`config.mk`:
```
export PLATFORM = sky130hd
export DESIGN_NAME = fetch_queue
export DESIGN_NICKNAME = d
export VERILOG_FILES = /design/src/rtl/fetch_queue.sv
export SDC_FILE = /design/constraint.sdc
export NUM_CORES = 1
export LEC_CHECK = 0
export ABC_AREA = 1
export BUFFER_PORTS_ARGS = -buffer_cell sky130_fd_sc_hd__buf_2
export CAP_MARGIN = 5
export CORE_UTILIZATION = 42
export DETAILED_ROUTE_END_ITERATION = 10
export SLEW_MARGIN = 20
export SYNTH_ARGS = -nofsm -noshare
export SYNTH_HDL_FRONTEND = slang
export SYNTH_SLANG_ARGS = --single-unit
```
`constraint.sdc`:
```
create_clock -name clk -period 4.7 [get_ports clk]
set_input_delay 0.705 -clock clk [delete_from_list [all_inputs] [get_ports clk]]
set_output_delay 0.705 -clock clk [all_outputs]
set_load 0.005 [all_outputs]
```
`src/rtl/fetch_queue.sv`:
```
// Instruction fetch front end: single-outstanding memory fetcher feeding a
// small FIFO of {pc, instruction} pairs toward the IF/ID register.
//
// state  | meaning
// FETCH  | nothing outstanding; may issue a request
// WAIT   | one granted request outstanding; its response is kept
// DROP   | one request outstanding whose response must be thrown away
module fetch_queue #(
    parameter int          DEPTH    = 4,
    parameter logic [31:0] RESET_PC = 32'h0000_0000
) (
    input  logic        clk,
    input  logic        reset,
    output logic        imem_req,
    output logic [31:0] imem_addr,
    input  logic        imem_gnt,
    input  logic        imem_rvalid,
    input  logic [31:0] imem_rdata,
    input  logic        redirect_valid,
    input  logic [31:0] redirect_pc,
    input  logic        out_ready,
    output logic        out_valid,
    output logic [31:0] out_instr,
    output logic [31:0] out_pc,
    output logic [31:0] out_nextpc
);
    localparam int PW = $clog2(DEPTH);
    localparam int CW = PW + 1;
    localparam logic [CW:0] DEPTH_C = (CW + 1)'(DEPTH);

    typedef enum logic [1:0] {
        S_FETCH = 2'd0,
        S_WAIT  = 2'd1,
        S_DROP  = 2'd2
    } state_t;

    state_t        r_state;
    state_t        w_state_nxt;
    logic [31:0]   r_fetch_pc;
    logic [31:0]   w_fetch_pc_nxt;
    logic [31:0]   r_req_addr;
    logic [PW-1:0] r_wr_ptr;
    logic [PW-1:0] r_rd_ptr;
    logic [CW-1:0] r_count;
    logic [31:0]   r_mem_pc    [DEPTH];
    logic [31:0]   r_mem_instr [DEPTH];

    logic          w_head_valid;
    logic          w_resp_clear;
    logic          w_in_flight;
    logic [CW:0]   w_occ;
    logic          w_grant;
    logic          w_push;
    logic          w_pop;
    logic          w_unused;

    assign w_unused = ^redirect_pc[1:0];

    assign w_head_valid = (r_count != '0);

    // The slot is free for a new request when nothing is outstanding or the
    // outstanding response lands this very cycle.
    assign w_resp_clear = (r_state == S_FETCH) || imem_rvalid;
    // A kept response in flight already owns a queue slot; a dropped one does not.
    assign w_in_flight  = (r_state == S_WAIT);
    assign w_occ        = {1'b0, r_count} + (CW + 1)'(w_in_flight);

    assign imem_req  = !reset && !redirect_valid && w_resp_clear && (w_occ < DEPTH_C);
    assign imem_addr = r_fetch_pc;
    assign w_grant   = imem_req && imem_gnt;

    assign w_push = (r_state == S_WAIT) && imem_rvalid && !redirect_valid;
    assign w_pop  = w_head_valid && out_ready && !redirect_valid;

    always_comb begin
        w_state_nxt    = r_state;
        w_fetch_pc_nxt = r_fetch_pc;
        if (redirect_valid) begin
            w_fetch_pc_nxt = {redirect_pc[31:2], 2'b00};
            if ((r_state != S_FETCH) && !imem_rvalid) begin
                w_state_nxt = S_DROP;
            end else begin
                w_state_nxt = S_FETCH;
            end
        end else begin
            if (w_grant) begin
                w_fetch_pc_nxt = r_fetch_pc + 32'd4;
            end
            case (r_state)
                S_FETCH: begin
                    if (w_grant) begin
                        w_state_nxt = S_WAIT;
                    end
                end
                S_WAIT, S_DROP: begin
                    if (imem_rvalid) begin
                        w_state_nxt = w_grant ? S_WAIT : S_FETCH;
                    end
                end
                default: w_state_nxt = S_FETCH;
            endcase
        end
    end

    always_ff @(posedge clk) begin
        if (reset) begin
            r_state    <= S_FETCH;
            r_fetch_pc <= RESET_PC;
            r_req_addr <= RESET_PC;
            r_wr_ptr   <= '0;
            r_rd_ptr   <= '0;
            r_count    <= '0;
        end else begin
            r_state    <= w_state_nxt;
            r_fetch_pc <= w_fetch_pc_nxt;
            if (w_grant) begin
                r_req_addr <= r_fetch_pc;
            end
            if (redirect_valid) begin
                r_wr_ptr <= '0;
                r_rd_ptr <= '0;
                r_count  <= '0;
            end else begin
                if (w_push) begin
                    r_wr_ptr <= r_wr_ptr + PW'(1);
                end
                if (w_pop) begin
                    r_rd_ptr <= r_rd_ptr + PW'(1);
                end
                case ({w_push, w_pop})
                    2'b10:   r_count <= r_count + CW'(1);
                    2'b01:   r_count <= r_count - CW'(1);
                    default: r_count <= r_count;
                endcase
            end
        end
    end

    // Storage carries no reset: entries are only visible while counted.
    always_ff @(posedge clk) begin
        if (w_push && !reset) begin
            r_mem_pc[r_wr_ptr]    <= r_req_addr;
            r_mem_instr[r_wr_ptr] <= imem_rdata;
        end
    end

    assign out_valid  = w_head_valid;
    assign out_instr  = w_head_valid ? r_mem_instr[r_rd_ptr] : 32'h0000_0000;
    assign out_pc     = w_head_valid ? r_mem_pc[r_rd_ptr] : 32'h0000_0000;
    assign out_nextpc = out_pc + 32'd4;

endmodule
```
Word level (Yosys, flattened, before mapping)
Memory sizes are Yosys's and may differ from the RTL's. A register that Yosys moved wholly into a read port is not among the register bits.
Index checks and enable logic that the tools add are counted.
{ "word_totals": {"ram_bits": 256, "memories": 2, "inputBits": 70, "register_bits": 73, "output_inout_bits": 130, "elab_cells": 62} }
{ "memory_table": {"columns": ["memory", "depth", "width", "read_ports", "rd_ports_with_merged_regs", "wr", "line_no", "rtl"], "rows": [
  ["r_mem_instr", 4, 32, 1, 1, 1, "46", "logic [31:0] r_mem_instr [DEPTH];"],
  ["r_mem_pc", 4, 32, 1, 1, 1, "45", "logic [31:0] r_mem_pc [DEPTH];"]
]} }
{ "classes": {"muxes": 17, "reduce_logical": 22, "eq_ne": 6, "addsub": 7, "order_cmp": 1} }
{ "ops": {"columns": ["op", "count"], "rows": [
  ["2-to-1 mux 32 bit", 4],
  ["adder 32 x 3 -> 32 bit, second input constant", 2],
  ["2-to-1 mux 2 bit", 8],
  ["logical AND 1 bit", 10],
  ["!= test 3 bit, second input constant", 2],
  ["case mux 3 bit (2 select lines)", 1],
  ["nonzero test 2 bit", 3],
  ["adder 2 x 1 -> 2 bit, second input constant", 2],
  ["adder 3 x 1 -> 4 bit", 1],
  ["equality test 2 x 1 -> 1 bit, second input constant", 2],
  ["equality test 2 bit, second input constant", 2],
  ["< comparator 4 x 3 -> 1 bit, second input constant", 1],
  ["case mux 2 bit (2 select lines)", 1],
  ["OR reduction 2 bit", 2],
  ["adder 3 x 1 -> 3 bit, second input constant", 1],
  ["zero test 1 bit", 3],
  ["2-to-1 mux 1 bit", 3],
  ["nonzero test 3 bit", 1],
  ["subtractor 3 x 1 -> 3 bit, second input constant", 1],
  ["zero test 2 bit", 1],
  ["AND reduction 2 bit", 1],
  ["logical OR 1 bit", 1]
]} }

Logic depth before layout (Yosys ltp)
{ "depth": {"word_depth": 9, "ltp_mapped": 17} }

Worst setup path before layout
No wires, ideal clock.
{ "synth_path": {"path_kind": "input-to-reg", "start": "in redirect_valid", "end": "mem r_mem_instr[0][0] (enable)", "arrival_time_ns": 3.719, "stages": 5, "path_buffers": 0, "slack_ns": 0.499, "required_time_ns": 4.218, "cell_sequence": "inv_2 nand2_1 inv_1 nand2_1 nor2_1"} }
{ "synth_between": {"elab_chain_cells": 5} }
{ "synth_lines": {"columns": ["element", "line_no", "rtl"], "rows": [
  ["start: declaration", "19", "input logic redirect_valid,"],
  ["zero test 1 bit", "72", "assign w_push = (r_state == S_WAIT) && imem_rvalid && !redirect_valid;"],
  ["logical AND 1 bit", "72", null],
  ["logical AND 1 bit", "141", "if (w_push && !reset) begin"],
  ["2-to-1 mux 1 bit", "141", null],
  ["2-to-1 mux 1 bit (not written as such)", "143", "r_mem_instr[r_wr_ptr] <= imem_rdata;"],
  ["end: declaration", "46", null]
]} }
No other way between the ends.

==> metrics.md <==
| Metric | Value |
|---|---|
| Status | `complete, no violations` |
| Synth Register Bits | `319` |
| Slew Limit Fails | `0` |
| Stages on the worst setup path | `10` |
| Via count | `around 11,000` |
| Root Driver | `clkbuf_16` |
| Reg2reg path depth | `12` |
| Reg2reg start | `r_state[0]` |
| Setup TNS | `0 ns` |
| Vias in the first global route | `between 10,000 and 15,000` |
| First-pass GRT wire length | `about 58,000 um` |
| Row count | `68` |
| Post-Place Cells | `2,189` |
| Dominant cell type by area after synthesis | `edfxtp_1` |
| CTS tree | `yes` |
| HPWL after DPL | `23,200 um` |
| Critical path fanouts, max | `77` |
| DR pass1 iterations | `5` |
| GRT Residual Overflow | `0` |
| Post-placement cell area | `16,100 um2` |
| Cell area after synthesis | `14,800 um2` |
| # H-tree levels | `2` |
| Leakage power | `6.88 nW` |
| Slew margin rel. | `39.9%` |
| Reg2reg end | `imem_addr[9]` |
| Top cells by count, synth | `nand2_1 (416), edfxtp_1 (248), nor2_1 (241), nand3_1 (115), inv_1 (112)` |
| Layout Nets | `1,852` |
| Critical Path Sink | `out_nextpc[17]` |
| Largest net degree at the start of global routing | `126` |
| CP Cell Sequence | `buf_4 -> nand2_1 -> nand3_1 -> nand3_1 -> nor2_1 -> nand2_1 -> nor2_1 -> nand2_1 -> xor2_1 -> buf_2` |
| Worst Hold Class | `primary input to register` |
| Critical path buffer and inverter count | `2` |
| Crit path time final | `4.22 ns` |
| Post-CTS Hold Buffers | `0` |
| Reg2Reg Setup Slack | `2.26 ns` |
| Synthesis warning total | `0` |
| Synth Area per Inst | `between 9 and 10 um2` |
| DRC Markers | `0` |
| Vias/cell | `5.00` |
| Routability cong. | `0.880` |
| Share of layout cells above drive strength 1 | `17.3%` |
| Top FF cell, synth | `edfxtp_1` |
| # Post-CTS Setup Buffers | `0` |
| Setup crit end kind | `output pin` |
| Fin cells | `2,253` |
| Final hold vios | `0` |
| Total Power Consumption | `0.00603 W` |
| CTS Buf Count | `35` |
| Yosys cell types | `40` |
| CP required | `3.99 ns` |
| # clock sinks | `319` |
| Slowest-stage cell, CP | `buf_4` |
| Synth top area share | `50.4%` |
| Fmax | `0.237 GHz` |
| Routed Wire Length | `36,800 um` |
| Clock latency at the later pin of the worst-skew pair | `0.53 ns` |
| Initial core utilization | `42.8%` |
| Async SR Flop Fraction | `0%` |
| Finish-stage setup viols | `0` |
| Die Y | `190 um` |
| Peak supply drop | `259 uV` |
| Top Ports | `200` |
| Most frequent cell after synthesis | `nand2_1` |
| Power density over cell area | `351 nW/um2` |
| CP max stage delay | `0.75 ns` |
| Crit start category | `register` |
| Clock Pin Slew Worst Setup and Hold Paths | `0.06 ns` |
| Final worst-path cycle share | `between 80 and 90%` |
| Max capacitance violation total | `0` |
| Worst Tran Pin Value | `~0.9 ns` |
| Pre-CTS setup slack | `0.981 ns` |
| RSZ-0062 raised after global routing | `no` |
| Crit Path Class | `register to output pin` |
| Initial antenna violation count | `1` |
| Final worst slack | `0.480 ns` |
| Ranking of synthesized cells by area | `edfxtp_1 (50%), nand2_1 (11%), dfxtp_1 (9.6%)` |
| Iter 0 DRT Violations | `between 700 and 800` |
| DRT antenna net count | `0` |
| Max Root-Sink Buffers | `3` |
| CP arrival | `3.52 ns` |
| Crit-path most repeated cell | `nand2_1` |
| Area Growth Syn to Fin | `16.4%` |
| Total Routing Usage GR | `20.5%` |
| IO buf count | `191` |
| Seq/Total Area, Yosys | `60.0%` |
| CTS resizes | `0` |
| Number of synthesized flops with an enable pin | `248` |
| Post-route cell area | `17,200 um2` |
| Core footprint | `34,500 um2` |
| Delay-heaviest family, CP | `simple AND/OR/NAND/NOR gates` |
| Die area | `~36,000 um2` |
| Wire per inst | `16.3 um` |
| Worst clock skew | `about 0.020 ns` |
| Die W | `roughly 190 um` |
| Post-Syn Instances | `1,601` |
## layout make-up
type | instances | area (um2)
flip-flops and latches | 319 | 8870
clock inverters | 18 | 204
well taps | 455 | 569
clock buffers | 45 | 933
diodes | 1 | 2.50
inverters | 121 | 464
multi-input cells | 1091 | 5050
repair buffers | 203 | 1100
fillers | 3253 | 17300
## cells by family (layout without fill, tap and decap cells)
logic type / Yosys count / count (layout) / share of synthesized area (%)
fa+ha+maj: 11 / 11 / 0.982
xor+xnor: 29 / 29 / 1.77
flops: 319 / 319 / 60.0
simple gates: 832 / 832 / 23.7
other cells: 1 / 7 / 0.0254
buf+inv: 196 / 387 / 6.13
compound gates: 213 / 213 / 7.35
## cells in the final DEF, fill, tap and decap left out, types with 3 or more instances in the layout
master / Yosys / final
inv_1: 112 / 112
o211ai_1: 3 / 3
buf_2: 23 / 191
nand2_2: 9 / 9
xnor2_1: 5 / 5
edfxtp_1: 248 / 248
buf_4: 14 / 8
clkbuf_1: 22 / 8
inv_2: 7 / 7
a21oi_1: 89 / 89
xor2_1: 23 / 23
o21ai_0: 110 / 110
nor2_1: 241 / 237
clkinv_1: 0 / 6
ha_1: 10 / 10
clkinv_2: 0 / 4
a31oi_1: 9 / 9
nand3_2: 5 / 5
nor2_4: 9 / 13
nand4_1: 9 / 9
buf_12: 0 / 4
nand3_1: 115 / 115
bufinv_16: 0 / 3
dfxtp_1: 71 / 69
nand2_1: 416 / 416
nor3_1: 4 / 4
conb_1: 1 / 6
nor2_2: 16 / 16
clkbuf_16: 0 / 35
## metal layers
metal  up-vias  wire length (um)  GRT usage (%)
met5         -                 0              0
met1      5191             17100           29.2
met4         0               856           6.33
li1       5635                 -              -
met3        52              2450           3.23
met2       377             16400           32.2
## power by group
part / switching, W / internal, W / leakage (nW)
Clock: 0.00110 / 0.00158 / 0.550
Sequential: 0.0000449 / 0.00307 / 2.80
Combinational: 0.000154 / 0.0000882 / 3.53
## stage by stage
stage               hold WS (ns)  util [%]
floorplan                  0.436         -
global placement           0.444      46.5
detailed placement         0.450      46.5
CTS                        0.363      49.8
global route               0.375      49.8
finish                     0.384      49.8
## worst min path at each step
stage / start / to / slack, ns / depth (start not counted)
after floorplan: r_rd_ptr[1] / register / 0.44 / 2
after CTS: imem_rdata[26] / r_mem_instr[3][26] / 0.36 / 1
after global placement: r_rd_ptr[1] / register / 0.44 / 2
after detailed placement: r_rd_ptr[1] / register / 0.45 / 2
after global routing: imem_rdata[6] / r_mem_instr[2][6] / 0.37 / 1
final: imem_rdata[26] / r_mem_instr[3][26] / 0.38 / 1
## state kept, by name, summed over array words and instances (netlist names), named ones only
name,count
imem_addr,30
r_count,3
r_mem_instr,128
r_mem_pc,120
r_rd_ptr,2
r_req_addr,30
r_state,2
r_wr_ptr,2
No activity file was read; power rests on OpenSTA's default activity.
